### src/rtl/aux_perf_counter_bank.sv
// Bank of event counters for core performance monitoring.
// Snapshot, sticky overflow, saturate/wrap mode and registered read-out.
module aux_perf_counter_bank #(
    parameter int NumCh    = 8,
    parameter int CntBit   = 32,
    parameter int SelBit   = 3,
    parameter int Saturate = 1
) (
    input  logic              clk,
    input  logic              rst,
    input  logic              en,
    input  logic [NumCh-1:0]  inc,
    input  logic              clr,
    input  logic              snap,
    input  logic [SelBit-1:0] sel,
    input  logic              use_snap,
    output logic [CntBit-1:0] data_out,
    output logic [NumCh-1:0]  ovf
);

    localparam logic [CntBit-1:0] MaxVal = '1;

    logic [CntBit-1:0] cnt    [NumCh];
    logic [CntBit-1:0] snap_q [NumCh];
    logic              ovf_q  [NumCh];
    logic [CntBit-1:0] rd_val;

    for (genvar g = 0; g < NumCh; g++) begin : g_ch
        // Live counter and sticky overflow; clear beats counting.
        always_ff @(posedge clk) begin
            if (rst) begin
                cnt[g]   <= '0;
                ovf_q[g] <= 1'b0;
            end else if (clr) begin
                cnt[g]   <= '0;
                ovf_q[g] <= 1'b0;
            end else if (en && inc[g]) begin
                if (cnt[g] == MaxVal) begin
                    ovf_q[g] <= 1'b1;
                    if (Saturate == 0) begin
                        cnt[g] <= '0;
                    end
                end else begin
                    cnt[g] <= cnt[g] + CntBit'(1);
                end
            end
        end

        // Snapshot takes pre-edge counts, so snap+clr is an atomic read-and-reset.
        always_ff @(posedge clk) begin
            if (rst) begin
                snap_q[g] <= '0;
            end else if (snap) begin
                snap_q[g] <= cnt[g];
            end
        end

        assign ovf[g] = ovf_q[g];
    end

    // Read mux; out-of-range selects fall through to zero.
    always_comb begin
        rd_val = '0;
        for (int i = 0; i < NumCh; i++) begin
            if (sel == SelBit'(i)) begin
                rd_val = use_snap ? snap_q[i] : cnt[i];
            end
        end
    end

    // Registered read-out, refreshed every cycle regardless of en.
    always_ff @(posedge clk) begin
        if (rst) begin
            data_out <= '0;
        end else begin
            data_out <= rd_val;
        end
    end

endmodule

### config.mk
export PLATFORM = sky130hd
export DESIGN_NAME = aux_perf_counter_bank
export DESIGN_NICKNAME = d
export VERILOG_FILES = /design/src/rtl/aux_perf_counter_bank.sv
export SDC_FILE = /design/constraint.sdc
export NUM_CORES = 1
export LEC_CHECK = 0
export CORE_AREA = 2 2 257 259
export CTS_BUF_LIST = sky130_fd_sc_hd__clkbuf_4 sky130_fd_sc_hd__clkbuf_8 sky130_fd_sc_hd__clkbuf_16
export CTS_CLUSTER_DIAMETER = 150
export DETAILED_ROUTE_END_ITERATION = 12
export DIE_AREA = 0 0 259 261
export GPL_ROUTABILITY_DRIVEN = 0
export PLACE_DENSITY = 0.59
export SYNTH_ARGS = -nofsm -noshare
export SYNTH_HDL_FRONTEND = slang
export SYNTH_SLANG_ARGS = --single-unit
### constraint.sdc
create_clock -name clk -period 7.55 [get_ports clk]
set_clock_uncertainty 0.05 [all_clocks]
set_input_delay 1.8875 -clock clk [delete_from_list [all_inputs] [get_ports clk]]
set_output_delay 1.8875 -clock clk [all_outputs]
set_load 0.02 [all_outputs]
==> metrics.md, run 1 <==
| Metric | Value |
|---|---|
| Status | finished, final reports clean |
| Total grt overflow | 0 |
| Area leader, netlist | edfxtp_1 |
| Worst-path cell chain | clkdlybuf4s50_1 > buf_4 > nor2_4 > and2_1 > buf_4 > nand3_1 > buf_4 > nand2_1 > buf_4 |
| Clk root buf | clkbuf_16 |
| Via Count | 19625 |
| H-tree depth | 2 |
| Seq. cell area | 16300 um2 |
| CP max FO | 35 |
| Drc violations | 0 |
| DR iter-0 viols | 1978 |
| Setup crit end kind | register |
| TritonRoute pass-1 iters | 7 |
| Die height | 261 um |
| Crit Path Class | input pin to register |
| Initial core utilization | 44.4% |
| Fillers | 5766 |
| Num ports | 57 |
| Fin Setup TNS | 0 ns |
| Vias in the first global route | 18392 |
| Critical Path AT | 5.23 ns |
| Final ANT Viol Nets | 0 |
| Pre-CTS WS | 1.93 ns |
| Clock-pin slew on the worst setup and hold paths | 0.06 ns |
| Slew at the pin closest to its max-slew limit | 1.24 ns |
| Final period util | 65.1% |
| Number of synthesized flops with an enable pin | 520 |
| Commonest register cell after synthesis | edfxtp_1 |
| CTS max path bufs | 3 |
| Die X-Extent | 259 um |
| PortBufs | 56 |
| Pin count of the biggest net entering global routing | 159 |
| Register area share after synthesis | 56.2% |
| Via-to-Cell Ratio | 5.73 |
| Area of the multi-input gates | 11900 um2 |
| Min-delay worst type | register to register |
| Final min period | 4.92 ns |
| Clock sink count | 552 |
| Initial antenna violation count | 2 |
| Buffer count from post-CTS setup fixing | 0 |
| Most common cell in the netlist | edfxtp_1 |
| Post-CTS Hold Buffers | 0 |
| Cell area after synthesis | 28900 um2 |
| RSZ-0062 raised after global routing | no |
| Post-Syn Area per Cell | 11.5 um2 |
| Syn_nets | 2535 |
| Synth Warn # | 0 |
| # rows | 94 |
| Pwr Density | 223 nW/um2 |
| Max VDD drop | 186 uV |
| Buffers and inverters on the worst path | 5 |
| DP Wirelength | 50.8 mm |
| Max_slew headroom | 17.1% |
| Wire length per cell | 22.2 um |
| WL final | 75.9 mm |
| F_max | 0.203 GHz |
| Delay-heaviest family, CP | simple AND/OR/NAND/NOR gates |
| Post-synthesis instance total | 2510 |
| Share of cells above drive strength 1 | 7.89% |
| Core Area | 65000 um2 |
| Final setup viols | 0 |
| GRT Total Usage | 22.1% |
| Slowest cell on crit path | nand2_1 |
| Synthesized flop and latch total | 552 |
| CP max stage delay | 0.84 ns |
| Final Hold Viols | 0 |
| Critical Path Source Type | input pin |
| Worst setup margin | 2.63 ns |
| Worst Path Required | 7.86 ns |
| Yosys top cell area share | 54.0% |
| # resized after CTS | 0 |
| Leak | 11.5 nW |
| Library cells used by synthesis | 52 |
| CTS tree | yes |
| Clock latency on the worst-skew pair | 0.65 ns |
| Post-synth top cells | edfxtp_1, nor2_1, and2_1 |
| Nets | 2537 |
| Max Cap Violations | 0 |
| Pins Over Slew Limit | 0 |
| Cts bufs inserted | 61 |
| Area contributors post-synth | edfxtp_1, mux2i_1, and2_1 |
| First-pass GRT wire length | 115 mm |
| Critical path's most frequent cell | buf_4 |
| Layout area overhead | 11.4% |
| Synth async-reset ratio | 0% |
| Die area | 67600 um2 |
[state kept, by name (all words and copies together), names as in the netlist]
register / cells
ovf_q: 8
snap_q: 256
cnt: 256
data_out: 32
[worst register-to-register path, delay by kind of cell (launching register included)]
family                 cells  cell delay [ns]
and+or+nand+nor            4             1.81
buffers and inverters      1             0.42
AOI/OAI and AO/OA          1             0.99
DFF                        1             0.55
[report_power, final]
part           internal (mW)  switching, mW  leakage (nW)
combinational          0.208          0.347          4.43
clock                   1.68           1.26         0.997
sequential              3.52          0.154          6.06
[layout by cell type (no fill, tap or decap), types with 5 or more instances in the layout]
cell | Yosys | final
clkbuf_4 | 0 | 19
nor2_1 | 285 | 284
nand4_1 | 80 | 80
edfxtp_1 | 520 | 520
and4_1 | 20 | 20
xnor2_1 | 85 | 85
xor2_1 | 146 | 146
clkinv_1 | 0 | 9
a21oi_1 | 103 | 103
nor4_1 | 15 | 15
dfxtp_1 | 32 | 32
nor3_2 | 7 | 7
ha_1 | 8 | 8
o22ai_1 | 64 | 64
clkinv_2 | 0 | 10
and3_1 | 38 | 37
nor4_2 | 5 | 5
nand3_1 | 98 | 98
nor3_1 | 33 | 33
or3_1 | 8 | 8
inv_1 | 28 | 28
or2_2 | 6 | 5
and2_1 | 272 | 272
o21ai_0 | 44 | 44
nor4_4 | 6 | 6
buf_4 | 5 | 30
o31a_1 | 32 | 32
clkdlybuf4s50_1 | 0 | 55
clkbuf_16 | 0 | 64
mux2_2 | 27 | 27
a221oi_1 | 32 | 32
nand3b_1 | 5 | 5
nand2_1 | 99 | 99
mux2i_1 | 224 | 224
[metrics by stage]
step / power (mW) / hold WS (ns) / util (%) / cells / area (um2)
final: 7.17 / 0.572 / 49.5 / 3425 / 32200
after global routing: 7.39 / 0.596 / 49.5 / 3425 / 32200
after CTS: 7.23 / 0.572 / 49.5 / 3423 / 32200
after detailed placement: 4.29 / 0.571 / 46.5 / 3313 / 30200
after global placement: 4.28 / 0.559 / 46.5 / 3313 / 30200
after floorplan: 4.05 / 0.514 / - / 2510 / 28900
[layer usage]
layer	GRT usage [%]	part of all wire, %	vias up
met2	33.7	45	565
met5	0	0	-
li1	-	-	9182
met3	2.79	5.4	101
met1	33.3	47	9777
met4	5.72	2.3	0
[cell type report]
cell class                      count  share of cell area, %
Multi-Input combinational cell   1779                   37.0
Sequential cell                   552                   50.5
Inverter                           28                  0.326
Clock buffer                       86                   5.55
Clock inverter                     24                  0.587
Tap cell                          864                   3.36
Timing Repair Buffer               90                   2.71
Antenna cell                        2                 0.0155
[cell families (layout without fill, tap and decap cells)]
kind of cell               after synthesis  count (layout)  synth area share [%]
other                                    0               2                     0
buffers and inverters                  179             228                  2.72
adders and majority gates                8               8                 0.346
muxes                                  251             251                  8.81
AOI/OAI and AO/OA                      288             288                  6.18
DFF                                    552             552                  56.2
and+or+nand+nor                       1001            1001                  18.7
xor gates and xnor gates               231             231                  7.00
[final timing paths]
path | start | endpoint | slack [ns] | cells past startpoint
max | rst | cnt[1][98]$_SDFFCE_PN0P_ | 2.63 | 9
min reg2reg | cnt[1][97]$_SDFFCE_PN0P_ | snap_q[1][97]$_SDFFCE_PN0P_ | 0.57 | 1
max reg2reg | cnt[0][13]$_SDFFCE_PN0P_ | cnt[0][27]$_SDFFCE_PN0P_ | 3.47 | 6
min | cnt[1][97]$_SDFFCE_PN0P_ | snap_q[1][97]$_SDFFCE_PN0P_ | 0.57 | 1
(Power assumes the default switching activity.)
==> run 2: changes to the inputs <==
Settings changed: PLACE_DENSITY 0.59 to 0.62.
Clock period 7.55 ns to 4 ns, I/O delays scaled along.
==> metrics.md, run 2 (synthesis gave the netlist of run 1 again) <==
| Metric | Value |
|---|---|
| Die area | 67600 um2 (unchanged) |
| Final period util | 79.0% |
| CP max FO | 32 (-8.6%) |
| WL final | 76.9 mm (+1.4%) |
| Clock sink count | 552 (unchanged) |
| Most frequent cells in the layout | edfxtp_1, nor2_1, and2_1 |
| Die height | 261 um (unchanged) |
| Critical Path Source Type | input pin |
| Max_slew headroom | 44.0% (+27 points) |
| Core Area | 65000 um2 (unchanged) |
| DP Wirelength | 51.7 mm (+1.9%) |
| Worst hold stages | 1 (unchanged) |
| Min-delay worst type | register to register |
| Drc violations | 0 (unchanged) |
| Vias in the first global route | 18880 (+2.7%) |
| Hold path startpoint | cnt[0][60]$_SDFFCE_PN0P_ |
| Fin Setup TNS | 0 ns (unchanged) |
| Worst setup margin | 0.838 ns (-1.80 ns) |
| Clock-pin slew on the worst setup and hold paths | 0.06 ns (about the same) |
| Final Cell Area | 32500 um2 (+1.0%) |
| Initial antenna violation count | 1 (-1) |
| RSZ-0062 raised after global routing | no |
| Critical Path AT | 3.69 ns (-1.54 ns) |
| Crit Reg-Reg Startpoint | cnt[0][13]$_SDFFCE_PN0P_ |
| Die X-Extent | 259 um (unchanged) |
| # rows | 94 (unchanged) |
| Initial core utilization | 44.4% (unchanged) |
| Pin count of the biggest net entering global routing | 84 (-47%) |
| Final ANT Viol Nets | 0 (unchanged) |
| TritonRoute pass-1 iters | 6 (-1) |
| Via Count | 19647 (+0.11%) |
| Slew at the pin closest to its max-slew limit | 0.833 ns (-0.410 ns) |
| Crit Path Class | input pin to register |
| # resized after CTS | 0 (unchanged) |
| Placed Area | 30600 um2 (+1.2%) |
| Commonest non-fill, non-tap cell in the layout | edfxtp_1 |
| Layout area overhead | 12.5% |
| CTS max path bufs | 3 (unchanged) |
| Worst-case hold path end point | snap_q[0][60]$_SDFFCE_PN0P_ |
| R2r endpoint | cnt[0][3]$_SDFFCE_PN0P_ |
| Clk root buf | clkbuf_16 |
| Wire length per cell | 22.3 um (+0.63%) |
| Final min period | 3.16 ns |
| CTS tree | yes |
| Pins Over Slew Limit | 0 (unchanged) |
| GRT Total Usage | 22.5% (+0.47 points) |
| Hold slack final | 0.573 ns (+0.000695 ns) |
| Reg2reg path depth | 6 (unchanged) |
| Buffer count from post-CTS setup fixing | 0 (unchanged) |
| Share of cells above drive strength 1 | 8.70% (+0.81 points) |
| DR iter-0 viols | 1900 (-3.9%) |
| Pre-CTS WS | 0.199 ns (-1.74 ns) |
| Max VDD drop | 311 uV (+67%) |
| Leak | 11.7 nW (+1.5%) |
| Num ports | 57 (unchanged) |
| PortBufs | 56 (unchanged) |
| Final setup viols | 0 (unchanged) |
| Via-to-Cell Ratio | 5.69 (-0.61%) |
| Final Hold Viols | 0 (unchanged) |
| F_max | 0.316 GHz |
| Status | finished, final reports clean |
| Post-CTS Hold Buffers | 0 (unchanged) |
| Clock latency on the worst-skew pair | 0.65 ns (about the same) |
| First-pass GRT wire length | 117 mm (+2.4%) |
| H-tree depth | 2 (unchanged) |
| Worst Path Required | 4.53 ns (-3.33 ns) |
| Total grt overflow | 0 (unchanged) |
| Pwr Density | 416 nW/um2 (+87%) |
| Post-Route Utilization | 50.0% (+0.50 points) |
| Cts bufs inserted | 61 (unchanged) |
| Worst reg-to-reg setup slack | 1.27 ns (-2.20 ns) |
| Nets | 2560 (+0.91%) |
| Setup crit end kind | register |
| Max Cap Violations | 0 (unchanged) |
| Top flop regs | cnt x256, snap_q x256, data_out x32 |
[run 2: worst max-delay path by stage]
| stage | from | to | slack [ns] | cells past startpoint |
|---|---|---|---|---|
| floorplan | rst | snap_q[0][0]$_SDFFCE_PN0P_ | 0.36 | 2 |
| global placement | sel[0] | data_out[23]$_SDFF_PP0_ | 0.23 | 7 |
| detailed placement | sel[0] | data_out[23]$_SDFF_PP0_ | 0.20 | 7 |
| CTS | sel[0] | data_out[23]$_SDFF_PP0_ | 0.86 | 7 |
| global route | sel[0] | data_out[23]$_SDFF_PP0_ | 0.77 | 7 |
| finish | sel[0] | data_out[23]$_SDFF_PP0_ | 0.84 | 7 |
[run 2: stage by stage]
stage          power, mW  instances
2_1_floorplan       7.63       2510
3_3_place_gp        8.11       3336
3_5_place_dp        8.13       3336
4_1_cts             13.6       3449
5_1_grt             14.0       3450
6_report            13.5       3450
[run 2: area by class of cell]
cell class | instances | area [um2]
Antenna cell | 1 | 2.50
Clock buffer | 89 | 1760
Clock inverter | 24 | 181
Fill cell | 5753 | 32500
Inverter | 28 | 105
Multi-Input combinational cell | 1779 | 11900
Sequential cell | 552 | 16300
Tap cell | 864 | 1080
Timing Repair Buffer | 113 | 1230
[run 2: layer usage]
layer | vias to the layer above | GRT usage (%) | routed length [um] | share of wire (%)
li1 | 9220 | - | - | -
met1 | 9798 | 32.8 | 34900 | 45
met2 | 516 | 34.5 | 35200 | 46
met3 | 113 | 3.25 | 4310 | 5.6
met4 | 0 | 7.77 | 2520 | 3.3
met5 | - | 0 | 0 | 0
[run 2: power breakdown]
part / total [mW] / leakage (nW) / switching (mW) / internal (mW)
sequential: 6.93 / 6.06 / 0.280 / 6.65
combinational: 1.09 / 4.61 / 0.669 / 0.418
clock: 5.53 / 0.986 / 2.35 / 3.17
total: 13.5 / 11.7 / 3.30 / 10.2
[run 2: critical path: stages]
cell and delay (ns):
clkdlybuf4s50_1 0.65, or3b_1 0.40, buf_4 0.27, o22ai_1 0.35
o21ai_0 0.15, a221oi_1 0.68, o31a_1 0.19
